`src/rtl/muldiv_pkg.sv`:
```
// Shared definitions for the EX-stage multiply/divide unit: operation
// encoding, FSM states and default operand width.
package muldiv_pkg;

  localparam int XLEN_DEF = 32;
  localparam int CNT_W    = $clog2(XLEN_DEF);

  localparam logic [2:0] OP_MULT  = 3'd0;
  localparam logic [2:0] OP_MULTU = 3'd1;
  localparam logic [2:0] OP_DIV   = 3'd2;
  localparam logic [2:0] OP_DIVU  = 3'd3;
  localparam logic [2:0] OP_MTHI  = 3'd4;
  localparam logic [2:0] OP_MTLO  = 3'd5;

  typedef enum logic [1:0] {
    S_IDLE = 2'd0,
    S_RUN  = 2'd1,
    S_FIX  = 2'd2
  } state_e;

endpackage

```
`src/rtl/ex_muldiv_unit_core.sv`:
```
// Iterative mul/div datapath: shift-add multiply, restoring divide and the
// final sign correction. Sequencing comes from ex_muldiv_unit.
// Optional MULDIV_FAST_MUL_EN: one full-width product step for MULT/MULTU.
module ex_muldiv_unit_core
  import muldiv_pkg::*;
#(
  parameter int XLEN = XLEN_DEF
) (
  input  logic            clk,
  input  logic            load,
  input  logic            step,
  input  logic [2:0]      op,
  input  logic [XLEN-1:0] a,
  input  logic [XLEN-1:0] b,
  output logic [XLEN-1:0] hi_o,
  output logic [XLEN-1:0] lo_o,
  output logic            div0_o
);

  logic [2*XLEN-1:0] acc_q, acc_d;
  logic [XLEN-1:0]   operand_q, operand_d;
  logic [XLEN-1:0]   orig_a_q, orig_a_d;
  logic              res_neg_q, res_neg_d;
  logic              rem_neg_q, rem_neg_d;
  logic              is_div_q, is_div_d;
  logic              div0_q, div0_d;

  logic              is_signed, is_div_in, a_neg, b_neg;
  logic [XLEN-1:0]   a_mag, b_mag;
  logic [XLEN:0]     trial, diff;
`ifndef MULDIV_FAST_MUL_EN
  logic [XLEN:0]     sum;
`endif

  always_comb begin
    acc_d     = acc_q;
    operand_d = operand_q;
    orig_a_d  = orig_a_q;
    res_neg_d = res_neg_q;
    rem_neg_d = rem_neg_q;
    is_div_d  = is_div_q;
    div0_d    = div0_q;
    trial     = '0;
    diff      = '0;
`ifndef MULDIV_FAST_MUL_EN
    sum       = '0;
`endif

    is_signed = (op == OP_MULT) || (op == OP_DIV);
    is_div_in = (op == OP_DIV) || (op == OP_DIVU);
    a_neg     = is_signed & a[XLEN-1];
    b_neg     = is_signed & b[XLEN-1];
    a_mag     = a_neg ? -a : a;
    b_mag     = b_neg ? -b : b;

    if (load) begin
      // Divide: dividend sits in the low half and shifts up into the remainder.
      // Multiply: multiplier sits in the low half and shifts out from the bottom.
      acc_d     = {{XLEN{1'b0}}, (is_div_in ? a_mag : b_mag)};
      operand_d = is_div_in ? b_mag : a_mag;
      orig_a_d  = a;
      res_neg_d = a_neg ^ b_neg;
      rem_neg_d = a_neg;
      is_div_d  = is_div_in;
      div0_d    = is_div_in && (b == '0);
    end else if (step) begin
      if (is_div_q) begin
        trial = acc_q[2*XLEN-1:XLEN-1];
        diff  = trial - {1'b0, operand_q};
        if (!diff[XLEN])
          acc_d = {diff[XLEN-1:0], acc_q[XLEN-2:0], 1'b1};
        else
          acc_d = {trial[XLEN-1:0], acc_q[XLEN-2:0], 1'b0};
      end else begin
`ifdef MULDIV_FAST_MUL_EN
        acc_d = {{XLEN{1'b0}}, operand_q} * {{XLEN{1'b0}}, acc_q[XLEN-1:0]};
`else
        sum   = {1'b0, acc_q[2*XLEN-1:XLEN]} +
                (acc_q[0] ? {1'b0, operand_q} : {(XLEN+1){1'b0}});
        acc_d = {sum, acc_q[XLEN-1:1]};
`endif
      end
    end
  end

  // NOTE: datapath registers carry no reset; every operation loads them before use.
  always_ff @(posedge clk) begin
    acc_q     <= acc_d;
    operand_q <= operand_d;
    orig_a_q  <= orig_a_d;
    res_neg_q <= res_neg_d;
    rem_neg_q <= rem_neg_d;
    is_div_q  <= is_div_d;
    div0_q    <= div0_d;
  end

  logic [2*XLEN-1:0] prod;
  logic [XLEN-1:0]   quot, rem;

  always_comb begin
    prod = res_neg_q ? -acc_q : acc_q;
    quot = acc_q[XLEN-1:0];
    rem  = acc_q[2*XLEN-1:XLEN];
    if (div0_q) begin
      hi_o = orig_a_q;
      lo_o = '1;
    end else if (is_div_q) begin
      hi_o = rem_neg_q ? -rem : rem;
      lo_o = res_neg_q ? -quot : quot;
    end else begin
      hi_o = prod[2*XLEN-1:XLEN];
      lo_o = prod[XLEN-1:0];
    end
  end

  assign div0_o = div0_q;

endmodule

```
`src/rtl/ex_muldiv_unit.sv`:
```
// EX-stage multiply/divide unit: FSM, iteration counter and HI/LO registers.
// Optional MULDIV_FAST_MUL_EN shortens MULT/MULTU to a single RUN step.
module ex_muldiv_unit
  import muldiv_pkg::*;
#(
  parameter int XLEN = XLEN_DEF
) (
  input  logic            clk,
  input  logic            rst,
  input  logic            start,
  input  logic [2:0]      op,
  input  logic [XLEN-1:0] rs_val,
  input  logic [XLEN-1:0] rt_val,
  input  logic            rd_hilo,
  input  logic            flush,
  output logic [XLEN-1:0] hi,
  output logic [XLEN-1:0] lo,
  output logic            busy,
  output logic            stall_req,
  output logic            done,
  output logic            div0
);

  localparam int CW = $clog2(XLEN);
  localparam logic [CW-1:0] LAST = CW'(XLEN - 1);

  state_e          state_q, state_d;
  logic [CW-1:0]   count_q, count_d;
  logic [XLEN-1:0] hi_q, hi_d, lo_q, lo_d;
  logic            done_q, done_d;
  logic            div0_q, div0_d;

  logic            accept, mt_wr;
  logic [XLEN-1:0] core_hi, core_lo;
  logic            core_div0;

  ex_muldiv_unit_core #(.XLEN(XLEN)) u_core (
    .clk    (clk),
    .load   (accept),
    .step   (state_q == S_RUN),
    .op     (op),
    .a      (rs_val),
    .b      (rt_val),
    .hi_o   (core_hi),
    .lo_o   (core_lo),
    .div0_o (core_div0)
  );

  // NOTE: every *_d gets its hold value first so no path infers a latch.
  always_comb begin
    state_d = state_q;
    count_d = count_q;
    hi_d    = hi_q;
    lo_d    = lo_q;
    done_d  = 1'b0;
    div0_d  = div0_q;

    // Flush wins over start; ops 6-7 match neither decode.
    accept = start && !flush && (state_q == S_IDLE) && !op[2];
    mt_wr  = start && !flush && (state_q == S_IDLE) &&
             ((op == OP_MTHI) || (op == OP_MTLO));

    unique case (state_q)
      S_IDLE: begin
        if (mt_wr) begin
          if (op == OP_MTHI) hi_d = rs_val;
          else               lo_d = rs_val;
          div0_d = 1'b0;
        end
        if (accept) begin
          state_d = S_RUN;
          div0_d  = 1'b0;
`ifdef MULDIV_FAST_MUL_EN
          count_d = ((op == OP_MULT) || (op == OP_MULTU)) ? LAST : '0;
`else
          count_d = '0;
`endif
        end
      end
      S_RUN: begin
        if (flush) begin
          state_d = S_IDLE;
        end else begin
          count_d = count_q + 1'b1;
          if (count_q == LAST) state_d = S_FIX;
        end
      end
      S_FIX: begin
        state_d = S_IDLE;
        if (!flush) begin
          hi_d   = core_hi;
          lo_d   = core_lo;
          div0_d = core_div0;
          done_d = 1'b1;
        end
      end
      default: state_d = S_IDLE;
    endcase
  end

  // NOTE: all state uses non-blocking assignment so each flop sees pre-edge values.
  always_ff @(posedge clk) begin
    if (rst) begin
      state_q <= S_IDLE;
      count_q <= '0;
      hi_q    <= '0;
      lo_q    <= '0;
      done_q  <= 1'b0;
      div0_q  <= 1'b0;
    end else begin
      state_q <= state_d;
      count_q <= count_d;
      hi_q    <= hi_d;
      lo_q    <= lo_d;
      done_q  <= done_d;
      div0_q  <= div0_d;
    end
  end

  assign hi        = hi_q;
  assign lo        = lo_q;
  assign done      = done_q;
  assign div0      = div0_q;
  assign busy      = (state_q != S_IDLE);
  assign stall_req = busy & (start | rd_hilo);

endmodule
```
`config.mk`:
```
export PLATFORM = sky130hd
export DESIGN_NAME = ex_muldiv_unit
export DESIGN_NICKNAME = d
export VERILOG_FILES = /design/src/rtl/muldiv_pkg.sv /design/src/rtl/ex_muldiv_unit_core.sv /design/src/rtl/ex_muldiv_unit.sv
export SDC_FILE = /design/constraint.sdc
export NUM_CORES = 1
export LEC_CHECK = 0
export ABC_AREA = 0
export CAP_MARGIN = 15
export CORE_UTILIZATION = 40
export DETAILED_ROUTE_END_ITERATION = 8
export PLACE_DENSITY = 0.6
export SYNTH_ARGS = -nofsm -noshare
export SYNTH_HDL_FRONTEND = slang
export SYNTH_SLANG_ARGS = --single-unit
```
`constraint.sdc`:
```
create_clock -name clk -period 6.35 [get_ports clk]
set_input_delay 1.27 -clock clk [delete_from_list [all_inputs] [get_ports clk]]
set_output_delay 1.27 -clock clk [all_outputs]
set_load 0.05 [all_outputs]
```
==> impl_results.md <==
* Status: completed
* Root Buffer: clkbuf_16
* PortBufs at between 100 and 150
* Cells after Synth at a little under 2000
* EDFF count, synth at 100
* Antenna viol nets, final at 0
* Crit path kind: register to register
* Final wirelength at about 60 mm
* Clk pwr share at 29.4%
* Mapped Area at 15900 um^2
* Multi-input logic area at around 10000 um^2
* Antenna Cells at 0
* Period utilization at between 70% and 80%
* Die Width at approximately 200 um
* CP max FO at 20
* Via/cell ratio at 6.11
* Post-CTS setup buffer count at 0
* Post-synth top flop: dfxtp_1
* Most frequent cells in the layout: nand2_1 (215), nor2_1 (185), a21oi_1 (183)
* Initial antenna violation count at 2
* Part of the power in registers at approximately a third
* Hold_buf cts at 0
* Synth Net Count at around 2100
* Count of cell types in the netlist at 79
* Synth Area in Simple Gates at 19.3%
* Register area at approximately 5000 um^2
* RSZ-0062 raised after global routing: false
* Final hold violations at 0
* Compound-Gate Fraction of Synth Area at 24.7%
* Switch share at between 30% and 40%
* H-tree levels at 1
* Vias in the first global route at 15100
* Crit path setup slack, layout at about 1.9 ns
* Fraction of final layout cells sized beyond drive strength 1 at between 4 and 5%
* Via count at around 16000
* Post-synthesis sequential area ratio at about a third
* CTS tree: done
* Clk_skew at between 0.02 and 0.03 ns
* Layout net count at around 2200
* Startpoint types: register
* Max Slew Vio Count at 0
* GRT overflow at 0
* Dpl hpwl at approximately 46 mm
* Actual slew at the worst max-slew pin at around 1.2 ns
* WL per Instance at 23.2 um
* Critical Path Sink Type: register
* Largest family of logic cells by synthesized area: compound AO/OA/AOI/OAI gates
* First-pass GRT wire length at ~90 mm
* Initial Util at between 40 and 50%
* Sink Count at between 200 and 250
* Largest net degree at the start of global routing at 89
* Die area at 40500 um^2
* Clk slew on worst S/H paths at approximately 0.06 ns
* Net load switching power at ~1.9 mW
* Final Power at 4.98 mW
* Worst Hold Class: register to register
* Worst slew margin at between 20% and 30%
* First DRT Iteration DRCs at 1462
* CTS Buffer Depth at 3
* Final setup vio count at 0
* Xor and xnor fraction of the mapped netlist area at under 10%
* Std cell rows at just over 70
* Post-Route Setup TNS at 0 ns
* Max-cap violation count at 0
* VDD IR max at about 190 uV
* Critical Path RT at between 6 and 7 ns
* Drt first pass iters at 6
* CP Data Arrival Time at approximately 4.9 ns
* CORE AREA at 38900 um^2
* Area growth syn-to-layout at 16.6%
* Synth warnings at 0
* Yosys reg bits at 205
* Post_cts resized at 0
* Avg Inst Size Synth at ~8 um^2
* Commonest non-fill, non-tap cell in the layout: nand2_1
* P per Cell Area at 269 nW/um^2
* Boundary pin count at between 100 and 150
* Detailed-route DRC error count at 0
* Fmax at ~220 MHz
* Fraction of registers with async set/reset at 0%
* Pleak at 6.98 nW
* Mux share of post-synthesis cell area at roughly 4.7%
* Fillcell total at between 3000 and 4000
* CTS Buf Count at 25
* Final Critical Period at between 4 and 5 ns
* Total track usage at slightly below 30%
* Clock Latency Late Sink at 0.55 ns
* Die Span Y at 201 um
* Routability cong. at 0.943
* Internal at approximately 3 mW
* Setup WS pre-CTS at 1.58 ns
* Adder-Cell Fraction of Synth Area at under 10%
* Combinational share of power at a little over a third
[logic make-up (layout without fill, tap and decap cells)]
logic type | Yosys count | after routing
AO/OA/AOI/OAI | 623 | 623
buffers and inverters | 184 | 277
multiplexers | 75 | 75
adder cells (fa/ha/maj) | 72 | 72
AND/OR/NAND/NOR | 649 | 649
flip-flops | 205 | 205
XOR/XNOR | 161 | 161
[critical path, stage by stage (launching register included)]
cell,delay (ns)
dfxtp_1,0.61
inv_1,0.20
fa_1,0.46
nand2b_1,0.19
a21o_1,0.18
a31oi_1,0.38
o2111ai_1,0.28
a211oi_2,0.36
or3_1,0.37
nand2_1,0.68
a32oi_1,0.46
o221ai_1,0.15
[sequential cells by signal, summed over array words and instances (netlist names), 2 cells and up]
signal	count
count_q	5
u_core.acc_q	64
hi	32
u_core.operand_q	32
state_q	2
u_core.orig_a_q	32
lo	32
[Yosys cell counts (17+ instances only)]
master | n | area (um^2)
or3_1 | 29 | 181
clkbuf_1 | 99 | 372
nand2b_1 | 21 | 131
inv_1 | 66 | 248
o221ai_1 | 22 | 193
nor2_1 | 186 | 698
nor4_1 | 20 | 125
a211oi_1 | 35 | 263
a21o_1 | 33 | 248
nand2_1 | 215 | 807
ha_1 | 70 | 876
dfxtp_1 | 105 | 2100
nor3_1 | 46 | 230
o21ai_0 | 167 | 836
a21oi_1 | 183 | 916
xor2_1 | 80 | 701
xnor2_1 | 81 | 709
a31oi_1 | 28 | 175
nand4_1 | 19 | 119
o31ai_1 | 17 | 128
nand3_1 | 42 | 210
a311oi_1 | 23 | 201
edfxtp_1 | 100 | 3000
mux2i_1 | 74 | 741
[path summary, 6_finish.rpt]
kind	start	cells after the start	endpoint	slack (ns)
max	u_core.acc_q[32]$_SDFFE_PP0P_	11	u_core.acc_q[59]$_SDFFE_PP0P_	1.85
min	hi[14]$_SDFFE_PP0P_	2	hi[14]$_SDFFE_PP0P_	0.46
max reg2reg	u_core.acc_q[32]$_SDFFE_PP0P_	11	u_core.acc_q[59]$_SDFFE_PP0P_	1.85
min reg2reg	hi[14]$_SDFFE_PP0P_	2	hi[14]$_SDFFE_PP0P_	0.46
[area by class of cell]
class,instances,area share [%]
Multi-Input combinational cell,1580,54.5
Sequential cell,205,27.6
Timing Repair Buffer,164,8.51
Clock buffer,33,3.94
Tap cell,518,3.50
Inverter,67,1.37
Clock inverter,13,0.548
[metal layers]
| metal | wire length (um) | GRT usage [%] | vias to the layer above | part of all wire, % |
|---|---|---|---|---|
| met5 | 0 | 0 | - | 0 |
| met4 | 2010 | 9.16 | 0 | 3.4 |
| met3 | 3880 | 3.68 | 117 | 6.5 |
| met2 | 27900 | 48.1 | 594 | 47 |
| met1 | 26000 | 39.1 | 7640 | 44 |
| li1 | - | - | 7411 | - |
[power groups by stage]
stage	clock network (mW)	logic (mW)	registers (mW)
floorplan	0	1.27	1.64
global placement	0	1.75	1.73
detailed placement	0	1.76	1.73
CTS	1.48	1.77	1.70
global route	1.53	1.97	1.71
finish	1.46	1.80	1.71
[through the flow]
step / hold slack, ns / cell area [um^2] / util (%) / instances
2_1_floorplan: 0.452 / 15900 / - / 1969
3_3_place_gp: 0.441 / 17700 / 45.4 / 2534
3_5_place_dp: 0.447 / 17700 / 45.4 / 2534
4_1_cts: 0.455 / 18500 / 47.5 / 2580
5_1_grt: 0.487 / 18500 / 47.5 / 2580
6_report: 0.461 / 18500 / 47.5 / 2580
No activity file was read; power rests on OpenSTA's default activity.
